--- src/rtl/mario_draw_if.sv ---
// Command, ROM and VGA signals shared between the level FSM side
// and the Mario draw datapath.
interface mario_draw_if;
    logic        resetAddress;
    logic        drStage1;
    logic        drM;
    logic        erM;
    logic        moveRight;
    logic        writeEn;
    logic [14:0] stage_addr;
    logic [2:0]  stage_data;
    logic [7:0]  sprite_addr;
    logic [2:0]  sprite_data;
    logic [7:0]  x;
    logic [6:0]  y;
    logic [2:0]  colour;
    logic        plot;
    logic        done;
    logic [7:0]  mario_x;

    modport slave (
        input  resetAddress, drStage1, drM, erM, moveRight, writeEn,
        input  stage_data, sprite_data,
        output stage_addr, sprite_addr,
        output x, y, colour, plot, done, mario_x
    );

    modport master (
        output resetAddress, drStage1, drM, erM, moveRight, writeEn,
        output stage_data, sprite_data,
        input  stage_addr, sprite_addr,
        input  x, y, colour, plot, done, mario_x
    );
endinterface

--- src/rtl/mario_draw_datapath.sv ---
// Pixel walker for stage / Mario sprite / erase passes, with a one-stage
// pipeline matched to the ROM latency, plus Mario's x position register.
module mario_draw_datapath #(
    parameter int         SCREEN_W    = 160,
    parameter int         SCREEN_H    = 120,
    parameter int         SPRITE_W    = 16,
    parameter int         SPRITE_H    = 16,
    parameter int         START_X     = 8,
    parameter int         MARIO_Y     = 88,
    parameter int         STEP        = 4,
    parameter logic [2:0] BG_COLOUR   = 3'b011,
    parameter logic [2:0] TRANSPARENT = 3'b111
) (
    input  logic       clk,
    input  logic       reset,
    mario_draw_if.slave bus
);
    typedef enum logic [1:0] {IDLE, STAGE, MARIO, ERASE} mode_t;

    localparam logic [7:0] MAX_X = 8'(SCREEN_W - SPRITE_W);

    mode_t       mode;
    mode_t       last_mode;
    mode_t       tag;
    logic [7:0]  cx;
    logic [6:0]  cy;
    logic [7:0]  lim_x;
    logic [6:0]  lim_y;
    logic        clear;
    logic        advance;
    logic        busy;
    logic        done_r;
    logic        p_valid;
    logic        move_pending;
    logic [7:0]  px;
    logic [6:0]  py;
    logic [7:0]  mario_x;
    logic [8:0]  move_sum;
    logic [7:0]  next_x;

    always_comb begin
        mode = IDLE;
        if (bus.drStage1)
            mode = STAGE;
        else if (bus.drM)
            mode = MARIO;
        else if (bus.erM)
            mode = ERASE;
    end

    always_comb begin
        lim_x = 8'(SPRITE_W - 1);
        lim_y = 7'(SPRITE_H - 1);
        if (mode == STAGE) begin
            lim_x = 8'(SCREEN_W - 1);
            lim_y = 7'(SCREEN_H - 1);
        end
    end

    assign clear   = bus.resetAddress || (mode != last_mode);
    assign advance = (mode != IDLE) && bus.writeEn && !done_r && !clear;
    // Sprite passes block moves so the sprite never tears mid-draw.
    assign busy    = ((mode == MARIO) || (mode == ERASE)) && !done_r;

    assign move_sum = {1'b0, mario_x} + 9'(STEP);
    assign next_x   = (move_sum > {1'b0, MAX_X}) ? MAX_X : move_sum[7:0];

    assign bus.stage_addr  = ({8'd0, cy} << 7) + ({8'd0, cy} << 5)
                           + {7'd0, cx};
    assign bus.sprite_addr = {cy[3:0], cx[3:0]};

    always_ff @(posedge clk) begin
        if (reset) begin
            last_mode    <= IDLE;
            tag          <= IDLE;
            cx           <= '0;
            cy           <= '0;
            done_r       <= 1'b0;
            p_valid      <= 1'b0;
            px           <= '0;
            py           <= '0;
            mario_x      <= 8'(START_X);
            move_pending <= 1'b0;
        end else begin
            last_mode <= mode;
            p_valid   <= advance;
            if (advance) begin
                tag <= mode;
                if (mode == STAGE) begin
                    px <= cx;
                    py <= cy;
                end else begin
                    px <= mario_x + cx;
                    py <= 7'(MARIO_Y) + cy;
                end
            end

            if (clear) begin
                cx     <= '0;
                cy     <= '0;
                done_r <= 1'b0;
            end else if (advance) begin
                if (cx == lim_x) begin
                    if (cy == lim_y) begin
                        done_r <= 1'b1;
                    end else begin
                        cx <= '0;
                        cy <= cy + 7'd1;
                    end
                end else begin
                    cx <= cx + 8'd1;
                end
            end

            if (!busy) begin
                if (bus.moveRight || move_pending)
                    mario_x <= next_x;
                move_pending <= 1'b0;
            end else if (bus.moveRight) begin
                move_pending <= 1'b1;
            end
        end
    end

    always_comb begin
        bus.colour = 3'b000;
        unique case (tag)
            STAGE:   bus.colour = bus.stage_data;
            MARIO:   bus.colour = bus.sprite_data;
            ERASE:   bus.colour = BG_COLOUR;
            default: bus.colour = 3'b000;
        endcase
    end

    assign bus.plot    = p_valid &&
                         ((tag != MARIO) || (bus.sprite_data != TRANSPARENT));
    assign bus.x       = px;
    assign bus.y       = py;
    assign bus.done    = done_r;
    assign bus.mario_x = mario_x;
endmodule

--- src/flat_wrapper.sv ---
// flat-port wrapper written by rule: the top's interface ports become plain ports
module mario_draw_datapath_flat 
#(
    parameter int         SCREEN_W    = 160,
    parameter int         SCREEN_H    = 120,
    parameter int         SPRITE_W    = 16,
    parameter int         SPRITE_H    = 16,
    parameter int         START_X     = 8,
    parameter int         MARIO_Y     = 88,
    parameter int         STEP        = 4,
    parameter logic [2:0] BG_COLOUR   = 3'b011,
    parameter logic [2:0] TRANSPARENT = 3'b111
)
  (clk, reset, bus_resetAddress, bus_drStage1, bus_drM, bus_erM, bus_moveRight, bus_writeEn, bus_stage_data, bus_sprite_data, bus_stage_addr, bus_sprite_addr, bus_x, bus_y, bus_colour, bus_plot, bus_done, bus_mario_x);
  mario_draw_if bus_i ();
  input  logic clk;
  input  logic reset;
  input wire logic [$bits(bus_i.resetAddress)-1:0] bus_resetAddress;
  input wire logic [$bits(bus_i.drStage1)-1:0] bus_drStage1;
  input wire logic [$bits(bus_i.drM)-1:0] bus_drM;
  input wire logic [$bits(bus_i.erM)-1:0] bus_erM;
  input wire logic [$bits(bus_i.moveRight)-1:0] bus_moveRight;
  input wire logic [$bits(bus_i.writeEn)-1:0] bus_writeEn;
  input wire logic [$bits(bus_i.stage_data)-1:0] bus_stage_data;
  input wire logic [$bits(bus_i.sprite_data)-1:0] bus_sprite_data;
  output wire logic [$bits(bus_i.stage_addr)-1:0] bus_stage_addr;
  output wire logic [$bits(bus_i.sprite_addr)-1:0] bus_sprite_addr;
  output wire logic [$bits(bus_i.x)-1:0] bus_x;
  output wire logic [$bits(bus_i.y)-1:0] bus_y;
  output wire logic [$bits(bus_i.colour)-1:0] bus_colour;
  output wire logic [$bits(bus_i.plot)-1:0] bus_plot;
  output wire logic [$bits(bus_i.done)-1:0] bus_done;
  output wire logic [$bits(bus_i.mario_x)-1:0] bus_mario_x;
  assign bus_i.resetAddress = bus_resetAddress;
  assign bus_i.drStage1 = bus_drStage1;
  assign bus_i.drM = bus_drM;
  assign bus_i.erM = bus_erM;
  assign bus_i.moveRight = bus_moveRight;
  assign bus_i.writeEn = bus_writeEn;
  assign bus_i.stage_data = bus_stage_data;
  assign bus_i.sprite_data = bus_sprite_data;
  assign bus_stage_addr = bus_i.stage_addr;
  assign bus_sprite_addr = bus_i.sprite_addr;
  assign bus_x = bus_i.x;
  assign bus_y = bus_i.y;
  assign bus_colour = bus_i.colour;
  assign bus_plot = bus_i.plot;
  assign bus_done = bus_i.done;
  assign bus_mario_x = bus_i.mario_x;
  mario_draw_datapath #(.SCREEN_W(SCREEN_W), .SCREEN_H(SCREEN_H), .SPRITE_W(SPRITE_W), .SPRITE_H(SPRITE_H), .START_X(START_X), .MARIO_Y(MARIO_Y), .STEP(STEP), .BG_COLOUR(BG_COLOUR), .TRANSPARENT(TRANSPARENT)) u_core (.clk(clk), .reset(reset), .bus(bus_i));
endmodule
--- config.mk ---
export PLATFORM = sky130hd
export DESIGN_NAME = mario_draw_datapath_flat
export DESIGN_NICKNAME = d
export VERILOG_FILES = /design/src/rtl/mario_draw_if.sv /design/src/rtl/mario_draw_datapath.sv /design/src/flat_wrapper.sv
export SDC_FILE = /design/constraint.sdc
export NUM_CORES = 1
export LEC_CHECK = 0
export ABC_AREA = 1
export CAP_MARGIN = 5
export CORE_MARGIN = 3
export CORE_UTILIZATION = 52
export DETAILED_ROUTE_END_ITERATION = 16
export MAX_ROUTING_LAYER = met4
export PLACE_DENSITY = 0.87
export SYNTH_ARGS = -nofsm -noshare
export SYNTH_HDL_FRONTEND = slang
export SYNTH_SLANG_ARGS = --single-unit
--- constraint.sdc ---
create_clock -name clk -period 3.8 [get_ports clk]
set_input_delay 0.76 -clock clk [delete_from_list [all_inputs] [get_ports clk]]
set_output_delay 0.76 -clock clk [all_outputs]
set_load 0.05 [all_outputs]
==> results.yml, run 1 <==
outcome:
  status: "finished clean"
synthesis:
  synth_cells: 467
  yosys_most_used_dff: "sky130_fd_sc_hd__dfxtp_1"
  postSynthAreaPerCell_um2: 6.77
  yosys_register_bits: 43
  netlist.top_cell.by_area: "sky130_fd_sc_hd__dfxtp_1"
  yosys.cell_types.count: 35
  yosys.cell_count.top_type: "sky130_fd_sc_hd__nand2_1"
  syn_area_mm2: 0.00316
  synth_enable_flop_cells: 0
  synth_common_cells: "sky130_fd_sc_hd__nand2_1 (128), sky130_fd_sc_hd__inv_1 (56), sky130_fd_sc_hd__a21oi_1 (46)"
  yosys-top-cells-area: "sky130_fd_sc_hd__dfxtp_1 (27%), sky130_fd_sc_hd__nand2_1 (15%), sky130_fd_sc_hd__ha_1 (9.5%), sky130_fd_sc_hd__a21oi_1 (7.3%), sky130_fd_sc_hd__inv_1 (6.7%)"
  yosys.area.top_type_share: 0.272
  proportion_of_synthesized_flip_flops_having_asynchronous_set_or_reset: 0
  yosys_warnings: 0
  seq_area_frac_synth: 0.272
setup_path:
  worst_path_largest_cell_delay_ps: 820
  worstPathArrival_ps: 2880
  critical_path.endpoint_type: "output port"
  worst-endpoint-required_ps: 3040
  crit-reg2reg-launch: "u_core.cx[0]$_SDFFE_PP0P_"
  critical-path-top-delay-family: "adder cells"
  crit_path_frequent_cell: "sky130_fd_sc_hd__fa_1"
  crit_path_max_fanout: 7
  worstPathBufferInverterCount: 2
  worst_setup_path_start_kind: "flop"
  cp_cell_sequence: "inv_1 > fa_1 > fa_1 > xnor2_1 > clkdlybuf4s50_1"
  startpoint: "u_core.cx[7]$_SDFFE_PP0P_"
  worstSetupPathType: "reg -> out"
  timing.critical_path.slowest_stage_cell: "sky130_fd_sc_hd__clkdlybuf4s50_1"
sta:
  timing.max_slew.rel_slack: 0.645
  fmax_ghz: 0.275
  rsz0062_at_grt: "no"
  period_minus_slack_ps: 3640
  least_margin_pin_slew_ps: 531
  fin_skew_ps: 7.05
  drv_slew: 0
  final-hold-violation-count: 0
  post-route-period-util: 0.958
  report.final.setup_viol: 0
  totalNegativeSetupSlack_ps: 0
global_routing:
  antenna_found_initial: 0
  maximum_number_of_pins_on_one_net_before_global_route_repair: 21
  global_route_wire_length_before_repair_um: 13400
  gr-total-overflow: 0
  grt_pass1_vias: 3005
  groute.usage.overall: 0.231
cts:
  cts.hold.buffers_added: 0
  numCtsBuffers: 5
  tritoncts: "yes"
  clockRootBuffer: "sky130_fd_sc_hd__clkbuf_8"
  cts-htree-levels: 2
  later_pin_clock_latency_in_the_skew_report_ps: 300
  clock_sinks: 43
  cts-root-to-sink-buffers: 2
  cts.clk_slew.worst_paths_ps: 80
layout:
  drive_above_1_share: 0.0717
  layout.nets: 555
  layoutNonFillerInstCount: 588
  layout_overhead_on_the_synthesized_area_pct: 21.2
  finalCoreUtilization: 0.671
  layout.cell_area.non_filler_mm2: 0.00383
  diodes: 0
floorplan:
  floorplan.initialDensity: 0.554
  die_x_um: 84.0
  fp.dieArea_mm2: 0.00705
  die-height_um: 84.0
  core_area_mm2: 0.00571
  ioPinCount: 65
  placement_rows: 27
route:
  via_count: 3107
  top_layer_used: "met4"
  route.antenna.remaining_nets: 0
  drt-pass1-iter-count: 6
  ratio_of_routed_vias_to_standard_cells: 5.28
  wl_met2_um: 3620
  drt-total-wl_um: 7600
  drt_drc_violations_left: 0
  met3RoutedLength_um: 405
  drt-initial-drc-count: 195
  routedWlPerCell_um: 12.9
  wirelength_met1_um: 3460
placed_design:
  place_area_mm2: 0.00374
  gp_routability_congestion: 0.965
  placed_cells_incl_taps: 580
  buffer_ports.inserted: 62
  final_hpwl_dp_um: 5730
power:
  power_leakage_nw: 1.75
  power.ir.vdd_worst_v: 0.000162
  p_total_mw: 0.910
  power_density_mw_per_mm2: 238
job:
  drv_cap: 0
min_path:
  worst_hold_startpoint: "u_core.bus.y[6]$_SDFFE_PP0P_"
  min-delay-path-class: "reg -> reg"
## tightest hold or removal path: stages (launching register included)
cell and delay [ps]:
sky130_fd_sc_hd__dfxtp_1 310, sky130_fd_sc_hd__nand2_1 60, sky130_fd_sc_hd__a21oi_1 60
## cell usage in the layout, fill, tap and decap left out, types with 3 or more instances in the layout
cell type | Yosys | layout
sky130_fd_sc_hd__nand2_1 | 128 | 128
sky130_fd_sc_hd__inv_1 | 56 | 56
sky130_fd_sc_hd__clkdlybuf4s50_1 | 0 | 56
sky130_fd_sc_hd__a21oi_1 | 46 | 46
sky130_fd_sc_hd__dfxtp_1 | 43 | 43
sky130_fd_sc_hd__nor2_1 | 30 | 30
sky130_fd_sc_hd__nand3_1 | 29 | 29
sky130_fd_sc_hd__ha_1 | 24 | 24
sky130_fd_sc_hd__nand4_1 | 17 | 17
sky130_fd_sc_hd__xor2_1 | 16 | 16
sky130_fd_sc_hd__o21ai_0 | 17 | 16
sky130_fd_sc_hd__buf_4 | 16 | 10
sky130_fd_sc_hd__clkbuf_8 | 0 | 5
sky130_fd_sc_hd__nand3_2 | 4 | 4
sky130_fd_sc_hd__o21ai_1 | 3 | 3
sky130_fd_sc_hd__buf_12 | 0 | 3
## metal layers
layer | up-vias | global-route usage
li1 | 1590 | -
met1 | 1401 | 0.286
met2 | 103 | 0.390
met5 | - | -
met4 | 0 | 0.0673
met3 | 13 | 0.0365
## through the flow
step	worst slack (ps)	hold slack, ps
floorplan	196	477
finish	159	469
global route	34.8	491
global placement	486	454
CTS	120	468
detailed placement	323	456
## where the power goes
group,total (mW),internal [mW],switching (mW)
clock,0.284,0.129,0.155
combinational,0.156,0.0533,0.103
sequential,0.471,0.460,0.0106
total,0.910,0.643,0.268
## repair_timing
action,4_1_cts,5_1_grt
setup endpoints to repair,1,1
pin swaps,0,0
buffers inserted,0,0
resized for setup,1,1
## worst paths after layout
kind / endpoint / cells after the start / slack, ps
max reg2reg: u_core.cy[1]$_SDFFE_PP0P_ / 8 / 1760
min: u_core.bus.y[6]$_SDFFE_PP0P_ / 2 / 470
max: bus_stage_addr[8] / 5 / 160
min reg2reg: u_core.bus.y[6]$_SDFFE_PP0P_ / 2 / 470
## state kept, by name (all words and copies together), names as in the netlist
signal / count
u_core.bus.done: 1
u_core.bus.y: 7
u_core.tag: 2
u_core.bus.x: 8
u_core.cx: 8
u_core.bus.mario_x: 6
u_core.last_mode: 2
u_core.move_pending: 1
u_core.p_valid: 1
u_core.cy: 7
## kinds of logic (layout without fill, tap and decap cells)
group,after synthesis,in the layout,share of synthesized area
AOI/OAI and AO/OA,71,71,0.117
xor gates and xnor gates,18,18,0.0499
adders and majority gates,26,26,0.108
buffers and inverters,87,135,0.135
DFF,43,43,0.272
other,1,2,0.00119
and+or+nand+nor,221,221,0.317
## cell type report
type                            count  area (um2)
Multi-Input combinational cell    338        1880
Tap cell                           72        90.1
Sequential cell                    43         861
Clock inverter                      1        5.00
Clock buffer                        7        76.3
Inverter                           58         220
Timing Repair Buffer               69         696
Fill cell                         524        1880
Power figures use the tool's default switching activity.
==> inputs of run 2 (changes only) <==
- CORE_UTILIZATION: 52 -> 40
- PLACE_DENSITY: 0.87 -> 0.71
==> run 2 against run 1 <==
Fmax increased by 2.7%. Wire length increased by 5.0%. Clock skew decreased by 3.4 ps. Cell area increased by 1.5%. Sequential power about the same. Largest cell class unchanged. Highest routed layer unchanged.
==> results.yml, run 2 (same netlist as run 1, synthesis figures left out) <==
layout:
  layout.cell_area.non_filler_mm2: 0.00389
  filler_cell_count: 753
  commonest_non_fill_non_tap_cells_in_the_layout: "sky130_fd_sc_hd__nand2_1 (128), sky130_fd_sc_hd__inv_1 (56), sky130_fd_sc_hd__clkdlybuf4s50_1 (55)"
  layout.nets: 558
  layout_overhead_on_the_synthesized_area_pct: 23.0
  drive_above_1_share: 0.0809
  layoutNonFillerInstCount: 618
  diodes: 0
  mostFrequentLayoutCell: "sky130_fd_sc_hd__nand2_1"
route:
  ratio_of_routed_vias_to_standard_cells: 4.99
  drt-initial-drc-count: 232
  routedWlPerCell_um: 12.9
  route.antenna.remaining_nets: 0
  via_count: 3081
  drt-total-wl_um: 7980
  drt_drc_violations_left: 0
  drt-pass1-iter-count: 5
setup_path:
  critical-path-top-delay-family: "adder cells"
  worst_path_largest_cell_delay_ps: 510
  timing.critical_path.slowest_stage_cell: "sky130_fd_sc_hd__fa_1"
  worstSetupPathType: "reg -> out"
  worstPathArrival_ps: 2790
  worstPathBufferInverterCount: 2
  critical_path.endpoint_type: "output port"
  worst-endpoint-required_ps: 3040
  crit_path_frequent_cell: "sky130_fd_sc_hd__fa_1"
  worst_setup_path_start_kind: "flop"
  cp_cell_sequence: "inv_1 > fa_1 > fa_1 > o21ai_2 > a21oi_1 > o21bai_1 > xor2_1 > buf_12"
  crit_path_max_fanout: 7
power:
  p_total_mw: 0.920
  power.ir.vdd_worst_v: 0.000181
  power_leakage_nw: 1.77
  power_density_mw_per_mm2: 237
cts:
  cts-htree-levels: 2
  clock_sinks: 43
  later_pin_clock_latency_in_the_skew_report_ps: 300
  cts.hold.buffers_added: 0
  post_cts_resize_count: 0
  cts_setup_buffers: 0
  cts-root-to-sink-buffers: 2
  clockRootBuffer: "sky130_fd_sc_hd__clkbuf_8"
  cts.clk_slew.worst_paths_ps: 80
  tritoncts: "yes"
  numCtsBuffers: 5
floorplan:
  ioPinCount: 65
  floorplan.initialDensity: 0.424
  core_area_mm2: 0.00745
  placement_rows: 31
  fp.dieArea_mm2: 0.00900
  die-height_um: 94.9
  die_x_um: 94.9
global_routing:
  global_route_wire_length_before_repair_um: 13100
  grt_pass1_vias: 2820
  maximum_number_of_pins_on_one_net_before_global_route_repair: 23
  gr-total-overflow: 0
  antenna_found_initial: 0
  groute.usage.overall: 0.186
sta:
  fin_skew_ps: 3.68
  fmax_ghz: 0.282
  timing.max_slew.rel_slack: 0.609
  hold-worst-slack_ps: 466
  period_minus_slack_ps: 3550
  rsz0062_at_grt: "no"
  post-route-period-util: 0.933
  final-hold-violation-count: 0
  totalNegativeSetupSlack_ps: 0
  least_margin_pin_slew_ps: 585
  report.final.setup_viol: 0
  drv_slew: 0
job:
  drv_cap: 0
placed_design:
  final_hpwl_dp_um: 6030
  placed_cells_incl_taps: 610
  place_area_mm2: 0.00380
  buffer_ports.inserted: 62
  gp_routability_congestion: 0.952
outcome:
  status: "finished clean"
min_path:
  min-delay-path-class: "reg -> reg"
run 2: metal layers:
| layer | track usage | up-vias | part of all wire |
|---|---|---|---|
| met2 | 0.286 | 96 | 0.45 |
| li1 | - | 1596 | - |
| met1 | 0.255 | 1382 | 0.48 |
| met4 | 0.0457 | 0 | 0.0085 |
| met5 | - | - | 0 |
| met3 | 0.0295 | 7 | 0.058 |
run 2: layout make-up:
type                    instances  area (um2)  area share
well taps                      99         124      0.0319
clock inverters                 2        12.5     0.00322
flip-flops and latches         43         861       0.221
repair buffers                 72         716       0.184
multi-input cells             338        1880       0.484
inverters                      58         220      0.0566
clock buffers                   6        72.6      0.0187
run 2: worst paths after layout:
check	start	end	slack (ps)	cells after the start
worst min-delay path	u_core.bus.y[6]$_SDFFE_PP0P_	u_core.bus.y[6]$_SDFFE_PP0P_	470	2
worst max-delay path	u_core.cx[7]$_SDFFE_PP0P_	bus_stage_addr[12]	250	8
worst max register to register	u_core.cx[0]$_SDFFE_PP0P_	u_core.cx[2]$_SDFFE_PP0P_	1780	9
worst min register to register	u_core.bus.y[6]$_SDFFE_PP0P_	u_core.bus.y[6]$_SDFFE_PP0P_	470	2
run 2: worst register-to-register path, stage by stage (launching register included):
cell	delay (ps)
sky130_fd_sc_hd__dfxtp_1	530
sky130_fd_sc_hd__ha_1	270
sky130_fd_sc_hd__nand3_1	150
sky130_fd_sc_hd__inv_1	90
sky130_fd_sc_hd__nand3_1	100
sky130_fd_sc_hd__nor2_4	190
sky130_fd_sc_hd__nand2_2	170
sky130_fd_sc_hd__nand3_2	220
sky130_fd_sc_hd__nand2_1	80
sky130_fd_sc_hd__a21oi_1	140
run 2: power by group:
part	switching, mW	leakage, nW	internal [mW]
sequential	0.0105	0.348	0.460
combinational	0.105	1.38	0.0550
clock	0.162	0.0412	0.129
total	0.277	1.77	0.644
run 2: metrics by stage:
stage / setup WS, ps / utilization
global route: 57.6 / 0.522
global placement: 485 / 0.510
finish: 253 / 0.522
CTS: 56.9 / 0.522
floorplan: 196 / -
detailed placement: 391 / 0.510
==> inputs of run 3 (changes only) <==
- PLACE_DENSITY: 0.71 -> 0.75
- clock period: 3.8 -> 4.55 ns (I/O delays scaled with it)
==> run 3 against run 2 <==
Combinational power shrank 18%. Clock-buffer cell count did not move. Die area is the same. Utilization shrank 0.96 points. Wire length is 0.55% higher. Via count grew 1.1%. Register-to-register slack improved by 800 ps. Final cell count shrank 0.97%. Clock power down 16%. Cell area is 1.8% lower. Global-route usage is 0.12 points higher. Critical path type unchanged. Largest cell class unchanged. Highest routed layer unchanged.
==> results.yml, run 3 (same netlist as run 1, synthesis figures left out) <==
route:
  drt-pass1-iter-count: 5
  drt-initial-drc-count: 207
  ratio_of_routed_vias_to_standard_cells: 5.09
  drt_drc_violations_left: 0
  route.antenna.remaining_nets: 0
  via_count: 3115
  routedWlPerCell_um: 13.1
  drt-total-wl_um: 8030
global_routing:
  groute.usage.overall: 0.187
  gr-total-overflow: 0
  grt_pass1_vias: 2816
  antenna_found_initial: 0
  globalRouteMet2Util: 0.286
  global_route_wire_length_before_repair_um: 13300
  grt_busiest_layer: "met2"
  grt_util_met1: 0.269
  maximum_number_of_pins_on_one_net_before_global_route_repair: 21
  grt_use_met3: 0.0247
sta:
  timing.max_slew.rel_slack: 0.500
  post-route-period-util: 0.931
  post-route-worst-setup-slack_ps: 314
  fin_skew_ps: 10.1
  least_margin_pin_slew_ps: 747
  report.final.setup_viol: 0
  totalNegativeSetupSlack_ps: 0
  period_minus_slack_ps: 4240
  rsz0062_at_grt: "no"
  drv_slew: 0
  final-hold-violation-count: 0
  fmax_ghz: 0.236
cts:
  cts-htree-levels: 2
  clockRootBuffer: "sky130_fd_sc_hd__clkbuf_8"
  clock_sinks: 43
  post_cts_resize_count: 0
  cts_setup_buffers: 0
  cts.clk_slew.worst_paths_ps: 90
  numCtsBuffers: 5
  later_pin_clock_latency_in_the_skew_report_ps: 290
  cts-root-to-sink-buffers: 2
  tritoncts: "yes"
  cts.hold.buffers_added: 0
setup_path:
  worstSetupPathType: "reg -> out"
  critical_path.endpoint_type: "output port"
  cp_cell_sequence: "inv_1 > fa_1 > fa_1 > o21ai_0 > nand4_1 > o211ai_1 > clkdlybuf4s50_1"
  worst-endpoint-required_ps: 3640
  crit_path_frequent_cell: "sky130_fd_sc_hd__fa_1"
  worstPathBufferInverterCount: 2
  worstPathArrival_ps: 3330
  worst_setup_path_start_kind: "flop"
  critical-path-top-delay-family: "adder cells"
  crit_path_max_fanout: 7
  worst_path_largest_cell_delay_ps: 820
  timing.critical_path.slowest_stage_cell: "sky130_fd_sc_hd__clkdlybuf4s50_1"
power:
  power_leakage_nw: 1.72
  power.ir.vdd_worst_v: 0.000130
  power_density_mw_per_mm2: 202
layout:
  layout.nets: 552
  layout_overhead_on_the_synthesized_area_pct: 20.7
  mostFrequentLayoutCell: "sky130_fd_sc_hd__nand2_1"
  drive_above_1_share: 0.0565
  multi_input_comb_area_mm2: 0.00188
  sequential_cell_area_um2: 861
  commonest_non_fill_non_tap_cells_in_the_layout: "sky130_fd_sc_hd__nand2_1 (128), sky130_fd_sc_hd__clkdlybuf4s50_1 (61), sky130_fd_sc_hd__inv_1 (56)"
  filler_cell_count: 752
  diodes: 0
placed_design:
  buffer_ports.inserted: 62
  gp_routability_congestion: 0.924
  final_hpwl_dp_um: 6140
  place_ws_ps: 637
min_path:
  min-delay-path-class: "reg -> reg"
job:
  drv_cap: 0
floorplan:
  placement_rows: 31
  fp.dieArea_mm2: 0.00900
  die-height_um: 94.9
  core_area_mm2: 0.00745
  ioPinCount: 65
  die_x_um: 94.9
  floorplan.initialDensity: 0.424
outcome:
  status: "finished clean"
-- run 3: worst paths after layout --
kind	from	endpoint	slack [ps]	cells past startpoint
worst max-delay path	u_core.cx[7]$_SDFFE_PP0P_	bus_stage_addr[14]	310	7
worst min-delay path	u_core.bus.y[0]$_SDFFE_PP0P_	u_core.bus.y[0]$_SDFFE_PP0P_	470	2
worst max register to register	u_core.cx[0]$_SDFFE_PP0P_	u_core.cy[5]$_SDFFE_PP0P_	2580	8
worst min register to register	u_core.bus.y[0]$_SDFFE_PP0P_	u_core.bus.y[0]$_SDFFE_PP0P_	470	2
-- run 3: final cells by class --
cell class,instances,share of cell area
flip-flops and latches,43,0.226
inverters,58,0.0577
clock buffers,6,0.0190
well taps,99,0.0325
multi-input cells,338,0.492
clock inverters,2,0.00328
repair buffers,66,0.170
-- run 3: stage by stage --
stage	total power, mW	utilization	area [um2]	hold slack (ps)	cells
6_report	0.769	0.512	3820	470	612
5_1_grt	0.800	0.512	3820	496	612
4_1_cts	0.768	0.512	3820	473	612
3_5_place_dp	0.534	0.501	3730	460	604
3_3_place_gp	0.532	0.501	3730	454	604
2_1_floorplan	0.496	-	3160	477	468
-- run 3: metal layers --
| layer | part of all wire | vias up | wire length (um) |
|---|---|---|---|
| li1 | - | 1591 | - |
| met4 | 0.0076 | 0 | 61 |
| met1 | 0.51 | 1411 | 4060 |
| met2 | 0.43 | 103 | 3490 |
| met5 | 0 | - | 0 |
| met3 | 0.051 | 10 | 412 |
-- run 3: worst register-to-register path: stages (launching register included) --
cell and delay [ps]:
sky130_fd_sc_hd__dfxtp_1 500, sky130_fd_sc_hd__ha_1 260, sky130_fd_sc_hd__nand3_1 130, sky130_fd_sc_hd__nor2_1 130, sky130_fd_sc_hd__nand2_1 100, sky130_fd_sc_hd__nor2_2 380
sky130_fd_sc_hd__nand3_4 170, sky130_fd_sc_hd__nand2_1 90, sky130_fd_sc_hd__a21oi_1 70
-- run 3: where the power goes --
group	switching [mW]	leakage [nW]	internal [mW]
Sequential	0.00939	0.348	0.384
Combinational	0.0879	1.33	0.0442
Clock	0.136	0.0412	0.108
Total	0.233	1.72	0.536
